## src/rtl/vga_timing_pkg.sv

```systemverilog
// 640x480@60 timing constants, scan control word and RGB565 helpers
// shared by the VGA scan controller and its delay line.
package vga_timing_pkg;

    localparam int H_ACTIVE = 640;
    localparam int H_FP     = 16;
    localparam int H_SYNC   = 96;
    localparam int H_BP     = 48;
    localparam int H_TOTAL  = H_ACTIVE + H_FP + H_SYNC + H_BP;
    localparam int H_SYNC_START = H_ACTIVE + H_FP;
    localparam int H_SYNC_END   = H_SYNC_START + H_SYNC;

    localparam int V_ACTIVE = 480;
    localparam int V_FP     = 10;
    localparam int V_SYNC   = 2;
    localparam int V_BP     = 33;
    localparam int V_TOTAL  = V_ACTIVE + V_FP + V_SYNC + V_BP;
    localparam int V_SYNC_START = V_ACTIVE + V_FP;
    localparam int V_SYNC_END   = V_SYNC_START + V_SYNC;

    // Control bits that travel alongside the colour pipeline
    typedef struct packed {
        logic hs;
        logic vs;
        logic act;
    } scan_ctl_t;

    localparam scan_ctl_t CTL_IDLE = '{hs: 1'b1, vs: 1'b1, act: 1'b0};

    // Pin colour keeps the top four bits of each RGB565 field
    function automatic logic [11:0] rgb565_to_444(input logic [15:0] c);
        return {c[15:12], c[10:7], c[4:1]};
    endfunction

endpackage

```

## src/rtl/vga_scan_ctrl_if.sv

```systemverilog
// Pixel interface between the scan controller (master) and the colour
// blocks (slave): scan coordinates out, merged RGB565 colour back.
interface vga_scan_ctrl_if;

    logic [9:0]  x;
    logic [8:0]  y;
    logic        active;
    logic [15:0] color;

    modport master (output x, y, active, input  color);
    modport slave  (input  x, y, active, output color);

endinterface

```

## src/rtl/vga_sync_delay.sv

```systemverilog
// Pixel-enable gated shift register that delays the sync/active control
// bits so they reach the pins together with the colour they belong to.
module vga_sync_delay #(
    parameter int               WIDTH   = 3,
    parameter int               DEPTH   = 1,
    parameter logic [WIDTH-1:0] RST_VAL = '0
) (
    input  logic             clk,
    input  logic             rst_n,
    input  logic             en,
    input  logic [WIDTH-1:0] d,
    output logic [WIDTH-1:0] q
);

    logic [DEPTH-1:0][WIDTH-1:0] r_stage;

    always_ff @(posedge clk or negedge rst_n) begin
        if (!rst_n) begin
            r_stage <= {DEPTH{RST_VAL}};
        end else if (en) begin
            r_stage[0] <= d;
            for (int i = 1; i < DEPTH; i++) begin
                r_stage[i] <= r_stage[i-1];
            end
        end
    end

    assign q = r_stage[DEPTH-1];

endmodule

```

## src/rtl/vga_scan_ctrl.sv

```systemverilog
// VGA scan master: h/v counters, sync decode, frame/line strobes and the
// registered pin stage aligned to the colour blocks' read latency.
module vga_scan_ctrl
    import vga_timing_pkg::*;
#(
    parameter int P_H_ACTIVE = H_ACTIVE,
    parameter int P_H_FP     = H_FP,
    parameter int P_H_SYNC   = H_SYNC,
    parameter int P_H_BP     = H_BP,
    parameter int P_V_ACTIVE = V_ACTIVE,
    parameter int P_V_FP     = V_FP,
    parameter int P_V_SYNC   = V_SYNC,
    parameter int P_V_BP     = V_BP,
    parameter int LAT        = 1
) (
    input  logic            clk,
    input  logic            rst_n,
    input  logic            pix_en,
    vga_scan_ctrl_if.master pix,
    output logic            frame_start,
    output logic            line_end,
    output logic [3:0]      vga_r,
    output logic [3:0]      vga_g,
    output logic [3:0]      vga_b,
    output logic            vga_hs,
    output logic            vga_vs
);

    localparam int H_TOT = P_H_ACTIVE + P_H_FP + P_H_SYNC + P_H_BP;
    localparam int V_TOT = P_V_ACTIVE + P_V_FP + P_V_SYNC + P_V_BP;

    localparam logic [9:0] L_H_LAST = 10'(H_TOT - 1);
    localparam logic [9:0] L_H_ACT  = 10'(P_H_ACTIVE);
    localparam logic [9:0] L_H_SS   = 10'(P_H_ACTIVE + P_H_FP);
    localparam logic [9:0] L_H_SE   = 10'(P_H_ACTIVE + P_H_FP + P_H_SYNC);
    localparam logic [9:0] L_V_LAST = 10'(V_TOT - 1);
    localparam logic [9:0] L_V_ACT  = 10'(P_V_ACTIVE);
    localparam logic [9:0] L_V_SS   = 10'(P_V_ACTIVE + P_V_FP);
    localparam logic [9:0] L_V_SE   = 10'(P_V_ACTIVE + P_V_FP + P_V_SYNC);

    logic [9:0]  r_hcnt;
    logic [9:0]  r_vcnt;
    logic        w_h_last;
    logic        w_v_last;
    scan_ctl_t   w_ctl_raw;
    scan_ctl_t   w_ctl_dly;
    logic        r_hs;
    logic        r_vs;
    logic [11:0] r_rgb;

    assign w_h_last = (r_hcnt == L_H_LAST);
    assign w_v_last = (r_vcnt == L_V_LAST);

    always_ff @(posedge clk or negedge rst_n) begin
        if (!rst_n) begin
            r_hcnt <= '0;
            r_vcnt <= '0;
        end else if (pix_en) begin
            if (w_h_last) begin
                r_hcnt <= '0;
                r_vcnt <= w_v_last ? '0 : r_vcnt + 10'd1;
            end else begin
                r_hcnt <= r_hcnt + 10'd1;
            end
        end
    end

    assign w_ctl_raw.hs  = !((r_hcnt >= L_H_SS) && (r_hcnt < L_H_SE));
    assign w_ctl_raw.vs  = !((r_vcnt >= L_V_SS) && (r_vcnt < L_V_SE));
    assign w_ctl_raw.act = (r_hcnt < L_H_ACT) && (r_vcnt < L_V_ACT);

    // y deliberately drops vcnt[9]; rows 512..524 are blanking anyway
    assign pix.x      = r_hcnt;
    assign pix.y      = r_vcnt[8:0];
    assign pix.active = w_ctl_raw.act;

    // Counters sit at (0,0) throughout reset, so qualify with rst_n
    assign frame_start = rst_n && pix_en && (r_hcnt == '0) && (r_vcnt == '0);
    assign line_end    = rst_n && pix_en && w_h_last;

    vga_sync_delay #(
        .WIDTH   (3),
        .DEPTH   (LAT),
        .RST_VAL (CTL_IDLE)
    ) u_sync_delay (
        .clk   (clk),
        .rst_n (rst_n),
        .en    (pix_en),
        .d     (w_ctl_raw),
        .q     (w_ctl_dly)
    );

    // Colour is only trusted while the delayed active flag is set
    always_ff @(posedge clk or negedge rst_n) begin
        if (!rst_n) begin
            r_hs  <= 1'b1;
            r_vs  <= 1'b1;
            r_rgb <= '0;
        end else if (pix_en) begin
            r_hs  <= w_ctl_dly.hs;
            r_vs  <= w_ctl_dly.vs;
            r_rgb <= w_ctl_dly.act ? rgb565_to_444(pix.color) : 12'h000;
        end
    end

    assign vga_hs = r_hs;
    assign vga_vs = r_vs;
    assign vga_r  = r_rgb[11:8];
    assign vga_g  = r_rgb[7:4];
    assign vga_b  = r_rgb[3:0];

endmodule
```

## src/flat_wrapper.sv

```systemverilog
// flat-port wrapper written by rule: the top's interface ports become plain ports
module vga_scan_ctrl_flat import vga_timing_pkg::*;
#(
    parameter int P_H_ACTIVE = H_ACTIVE,
    parameter int P_H_FP     = H_FP,
    parameter int P_H_SYNC   = H_SYNC,
    parameter int P_H_BP     = H_BP,
    parameter int P_V_ACTIVE = V_ACTIVE,
    parameter int P_V_FP     = V_FP,
    parameter int P_V_SYNC   = V_SYNC,
    parameter int P_V_BP     = V_BP,
    parameter int LAT        = 1
)
  (clk, rst_n, pix_en, frame_start, line_end, vga_r, vga_g, vga_b, vga_hs, vga_vs, pix_x, pix_y, pix_active, pix_color);
  vga_scan_ctrl_if pix_i ();
  input  logic clk;
  input  logic rst_n;
  input  logic pix_en;
  output logic frame_start;
  output logic line_end;
  output logic [3:0] vga_r;
  output logic [3:0] vga_g;
  output logic [3:0] vga_b;
  output logic vga_hs;
  output logic vga_vs;
  output wire logic [$bits(pix_i.x)-1:0] pix_x;
  output wire logic [$bits(pix_i.y)-1:0] pix_y;
  output wire logic [$bits(pix_i.active)-1:0] pix_active;
  input wire logic [$bits(pix_i.color)-1:0] pix_color;
  assign pix_x = pix_i.x;
  assign pix_y = pix_i.y;
  assign pix_active = pix_i.active;
  assign pix_i.color = pix_color;
  vga_scan_ctrl #(.P_H_ACTIVE(P_H_ACTIVE), .P_H_FP(P_H_FP), .P_H_SYNC(P_H_SYNC), .P_H_BP(P_H_BP), .P_V_ACTIVE(P_V_ACTIVE), .P_V_FP(P_V_FP), .P_V_SYNC(P_V_SYNC), .P_V_BP(P_V_BP), .LAT(LAT)) u_core (.clk(clk), .rst_n(rst_n), .pix_en(pix_en), .pix(pix_i), .frame_start(frame_start), .line_end(line_end), .vga_r(vga_r), .vga_g(vga_g), .vga_b(vga_b), .vga_hs(vga_hs), .vga_vs(vga_vs));
endmodule
```

## config.mk

```make
export PLATFORM = sky130hd
export DESIGN_NAME = vga_scan_ctrl_flat
export DESIGN_NICKNAME = d
export VERILOG_FILES = /design/src/rtl/vga_timing_pkg.sv /design/src/rtl/vga_scan_ctrl_if.sv /design/src/rtl/vga_sync_delay.sv /design/src/rtl/vga_scan_ctrl.sv /design/src/flat_wrapper.sv
export SDC_FILE = /design/constraint.sdc
export NUM_CORES = 1
export LEC_CHECK = 0
export ABC_AREA = 0
export CELL_PAD_IN_SITES_DETAIL_PLACEMENT = 1
export CELL_PAD_IN_SITES_GLOBAL_PLACEMENT = 2
export CORE_UTILIZATION = 25
export CTS_CLUSTER_SIZE = 25
export DETAILED_ROUTE_END_ITERATION = 16
export PLACE_DENSITY = 0.79
export SLEW_MARGIN = 20
export SYNTH_ARGS = -nofsm -noshare
export SYNTH_HDL_FRONTEND = slang
export SYNTH_SLANG_ARGS = --single-unit
```

## constraint.sdc

```tcl
create_clock -name clk -period 2.45 [get_ports clk]
set_input_delay 0.735 -clock clk [delete_from_list [all_inputs] [get_ports clk]]
set_output_delay 0.735 -clock clk [all_outputs]
set_load 0.01 [all_outputs]
```

Word-level counts from Yosys, hierarchy flattened:

Index checks and enable logic that the tools add are counted.

* input port bits: 19
* output and inout bits: 36
* logic and storage cells: 31
* bits in registers: 37

* muxes and demuxes: 3
* reduce and logical (&&, ||, !) cells: 12
* $lt $le $gt $ge: 6
* equal/unequal tests: 2
* $add $sub $neg: 2

Operators with widths (number)
* 10-bit by 1-bit adder with 10-bit output, second input constant: 2
* 10-bit == test, second input constant: 2
* 10-bit zero test: 2
* 10-bit < comparator, second input constant: 2
* 10-bit by 9-bit < comparator with 1-bit output, second input constant: 2
* 10-bit two-way mux: 2
* 12-bit two-way mux: 1
* 10-bit >= comparator, second input constant: 1
* 10-bit by 9-bit >= comparator with 1-bit output, second input constant: 1
* 1-bit logical AND: 7
* 1-bit zero test: 2
* 2-bit AND reduction: 1

Logic depth before layout (Yosys ltp):

* depth in word-level cells: 3
* mapped depth: 6
* mapped depth without buffers: 6

By module:

A second synthesis with hierarchy kept.

* cell total of the unflattened synthesis: 195
* area total of the unflattened synthesis: 1964.4 um^2

By module, submodules not included
* vga_scan_ctrl: sequential area each 853.3 um^2, area an instance 1853.0 um^2, times used 1, cells each 189
* vga_sync_delay: sequential area each 77.6 um^2, area an instance 111.4 um^2, times used 1, cells each 6

Worst setup path after synthesis:

Ideal clock, no wire load.

* kind: input-to-output
* start: input pix_en
* end: output line_end
* required time: 1.715 ns
* arrival: 1.743 ns
* slack: -0.028 ns
* stages: 5
* path buffers: 2
* cells stage by stage: clkbuf_8 > nand2_1 > nor4_1 > buf_2 > and2_1

* longest elaborated chain between the ends: 2

RTL lines
* from (decl): RTL line flat_wrapper.sv:18 `input logic pix_en;`
* 1-bit logical AND (2 in series): RTL line vga_scan_ctrl.sv:79 `assign line_end = rst_n && pix_en && w_h_last;`
* to (decl): RTL line flat_wrapper.sv:20 `output logic line_end;`

Every way passes these cells.

Final worst setup path:

* start: register u_core.r_hcnt[6], in the netlist u_core.pix.x[6]
* end: output line_end

* longest elaborated chain between the ends: 2

RTL lines
* from (decl): RTL line vga_scan_ctrl.sv:41 `logic [9:0] r_hcnt;`
* from (signal assigned): RTL line vga_scan_ctrl.sv:63 `r_hcnt <= r_hcnt + 10'd1;`
* 10-bit == test: RTL line vga_scan_ctrl.sv:51 `assign w_h_last = (r_hcnt == L_H_LAST);`
* 1-bit logical AND: RTL line vga_scan_ctrl.sv:79

Every way passes these cells.

==> results.sh <==
export IMPL_die_area_um2=7780
export IMPL_drc=0
export IMPL_synth_flop_cell="dfrtp_1"
export IMPL_min_period_ns=2.36
export IMPL_cp_slowest_stage_delay_ns=0.40
export IMPL_dpl_cell_area_um2=2660
export IMPL_postRouteAntennaNets=0
export IMPL_setup_viol=0
export IMPL_grt_pass1_vias=1731
export IMPL_routed_wl_um=5410
export IMPL_rsz0062_at_grt="true"
export IMPL_outcome="finished, final reports clean"
export IMPL_vias=1677
export IMPL_timing_final_crit_share_pct=96.5
export IMPL_place_gp_congestion=0.765
export IMPL_critPathKind="reg2out"
export IMPL_io_buffers=50
export IMPL_ys_top_cells_by_count="33 x dfrtp_1, 20 x inv_1, 18 x nand3_1"
export IMPL_row_count=31
export IMPL_overflow=0
export IMPL_postLayoutCellArea_um2=2820
export IMPL_fp_dieW_um=88.2
export IMPL_clock_sinks=37
export IMPL_yosysTopAreaCell="dfrtp_1"
export IMPL_drtIter0Drc=47
export IMPL_final_hold_viol_count=0
export IMPL_htreeDepth=2
export IMPL_max_cap_violations=0
export IMPL_max_freq_ghz=0.423
export IMPL_firstDrtPassIters=4
export IMPL_worst_slack_ns=0.0865
export IMPL_ys_types=38
export IMPL_via_per_inst=4.51
export IMPL_nFillCells=855
export IMPL_ys_warn_count=0
export IMPL_grt_pass1_wl_um=8590
export IMPL_syn_area_per_cell_um2=9.68
export IMPL_ys_seq_area_share_pct=50.1
export IMPL_hpwl_um=4020
export IMPL_worst_setup_path_end_kind="output port"
export IMPL_slew_limit_headroom_pct=72.4
export IMPL_syn_nets=215
export IMPL_tightest_slew_ns=0.415
export IMPL_fin_util_pct=39.1
export IMPL_wl_per_cell_um=14.6
export IMPL_cp_start_kind="register"
export IMPL_cp_slowest_cell="dfrtp_1"
export IMPL_cp_cell_sequence="or2_1 -> nor4_4 -> and2_1 -> buf_2"
export IMPL_syn_area_um2=1860
export IMPL_grtUsageTotal_pct=14.7
export IMPL_holdCritPathClass="in2async"
export IMPL_chipHeight_um=88.2
export IMPL_holdBufCountCts=0
export IMPL_drv_slew=0
export IMPL_power_density_nw_per_um2=594
export IMPL_cts_tree="yes"
export IMPL_grt_max_degree=35
export IMPL_async_flop_share_pct=100
export IMPL_synthCells=192
export IMPL_antenna_found_initial=0
export IMPL_path_clk_slew_ns=0.08
export IMPL_initial_core_util_pct=25.8
export IMPL_antenna_cells=0
export IMPL_dp_slack_ns=-0.617
export IMPL_fin_nets=295
export IMPL_drive_gt1_share_pct=25.3
export IMPL_critPathMaxFanout=3
export IMPL_cts_made_buffers=5
export IMPL_ir_worst_vdd_mv=0.349
export IMPL_crit_arrival_ns=1.63
export IMPL_yosysMostFrequentCell="dfrtp_1"
export IMPL_synth_edf_count=0
export IMPL_area_delta_synth_final_pct=51.8
export IMPL_clockBufferDepth=2
export IMPL_pin_count=55
export IMPL_ys_ff_latch=37
export IMPL_clockRootBuffer="clkbuf_8"
export IMPL_core_area_um2=7210
export IMPL_clk_latency_ns=0.29
export IMPL_yosysTopAreaCellShare_pct=44.4
export IMPL_leakagePower_nw=1.29
export IMPL_clock_skew_final_ns=0.0118
export IMPL_yosys_top_cells_area="dfrtp_1 44%, dfstp_2 5.7%, nand3_1 4.8%"
export IMPL_cp_data_required_time_ns=1.71
-- cells by family after synthesis --
family / count (synthesis) / share of synthesized area (%)
DFF: 37 / 50.1
adders and majority gates: 4 / 2.69
AOI/OAI and AO/OA: 28 / 8.48
buffers and inverters: 36 / 9.76
muxes: 6 / 3.57
xor gates and xnor gates: 10 / 4.71
and+or+nand+nor: 71 / 20.7
-- report_power, final --
part | switching, W | total, W | internal (W)
Sequential | 0.0000381 | 0.000706 | 0.000668
Clock | 0.000220 | 0.000474 | 0.000254
Combinational | 0.000233 | 0.000494 | 0.000261
-- per-layer routing --
| metal | vias to the layer above | global-route usage, % | share of wire (%) |
|---|---|---|---|
| met1 | 813 | 17.6 | 45 |
| met5 | - | 0 | 0 |
| met2 | 51 | 25.7 | 48 |
| met3 | 7 | 3.73 | 6.2 |
| li1 | 806 | - | - |
| met4 | 0 | 4.84 | 1.3 |
-- per-stage QoR --
step	hold WS [ns]	TNS [ns]	total power [W]	std cells
2_1_floorplan	0.439	0	0.000881	192
3_3_place_gp	0.482	-2.27	0.00116	363
3_5_place_dp	0.496	-2.22	0.00118	363
4_1_cts	0.468	0	0.00168	371
5_1_grt	0.481	-0.0252	0.00176	372
6_report	0.454	0	0.00167	372
-- timing repair --
action | CTS | global route
pin swaps | 3 | 1
setup buffers | 0 | 1
resized for setup | 19 | 5
setup endpoints to repair | 3 | 2
-- cell usage in the layout (no fill, tap or decap), types with 2 or more instances in the layout --
| cell | Yosys | routed |
|---|---|---|
| a21oi_1 | 3 | 3 |
| a31oi_1 | 4 | 4 |
| and2_1 | 2 | 2 |
| and3_1 | 4 | 4 |
| and4_1 | 2 | 2 |
| buf_2 | 1 | 3 |
| buf_4 | 9 | 39 |
| clkbuf_8 | 1 | 7 |
| clkdlybuf4s50_1 | 0 | 45 |
| dfrtp_1 | 33 | 33 |
| dfstp_2 | 4 | 4 |
| ha_1 | 4 | 3 |
| inv_1 | 20 | 19 |
| mux2_2 | 5 | 5 |
| nand2_1 | 11 | 10 |
| nand3_1 | 18 | 18 |
| nand4_1 | 5 | 5 |
| nor2_1 | 7 | 7 |
| nor2b_1 | 3 | 3 |
| nor3_1 | 4 | 3 |
| nor4_1 | 6 | 4 |
| nor4_4 | 0 | 2 |
| o21ai_0 | 17 | 17 |
| or3_1 | 3 | 3 |
| xnor2_1 | 6 | 6 |
| xor2_1 | 4 | 4 |
-- sequential cells by signal (all words and copies together) (netlist names) --
| name | flops |
|---|---|
| u_core.vga_hs | 1 |
| u_core.r_rgb | 12 |
| u_core.vga_vs | 1 |
| u_core.u_sync_delay.q | 3 |
| u_core.pix.x | 10 |
| u_core.r_vcnt | 10 |
-- path summary, 6_finish.rpt --
check,slack (ns),endpoint,start,depth (start not counted)
worst max-delay path,0.09,line_end,u_core.pix.x[6],4
worst min-delay path,0.45,u_core.pix.x[8],rst_n,2
min in group clk,0.50,u_core.u_sync_delay.q[2],u_core.u_sync_delay.q[2],2
max in group asynchronous,1.61,u_core.vga_vs,rst_n,3
worst min register to register,0.50,u_core.u_sync_delay.q[2],u_core.u_sync_delay.q[2],2
worst max register to register,0.29,u_core.r_vcnt[3],u_core.pix.x[0],7
-- critical path: cells and delay by family (launching register included) --
kind | cells | cell delay (ns)
buffers and inverters | 1 | 0.13
and+or+nand+nor | 3 | 0.81
DFF | 1 | 0.40
-- final cells by class --
class	count	area, µm²	area share (%)
Clock buffer	7	96.3	3.42
Clock inverter	1	5.00	0.177
Timing Repair Buffer	89	778	27.6
Inverter	20	75.1	2.66
Tap cell	99	124	4.39
Sequential cell	37	931	33.0
Multi-Input combinational cell	119	811	28.7
Power figures use the tool's default switching activity.
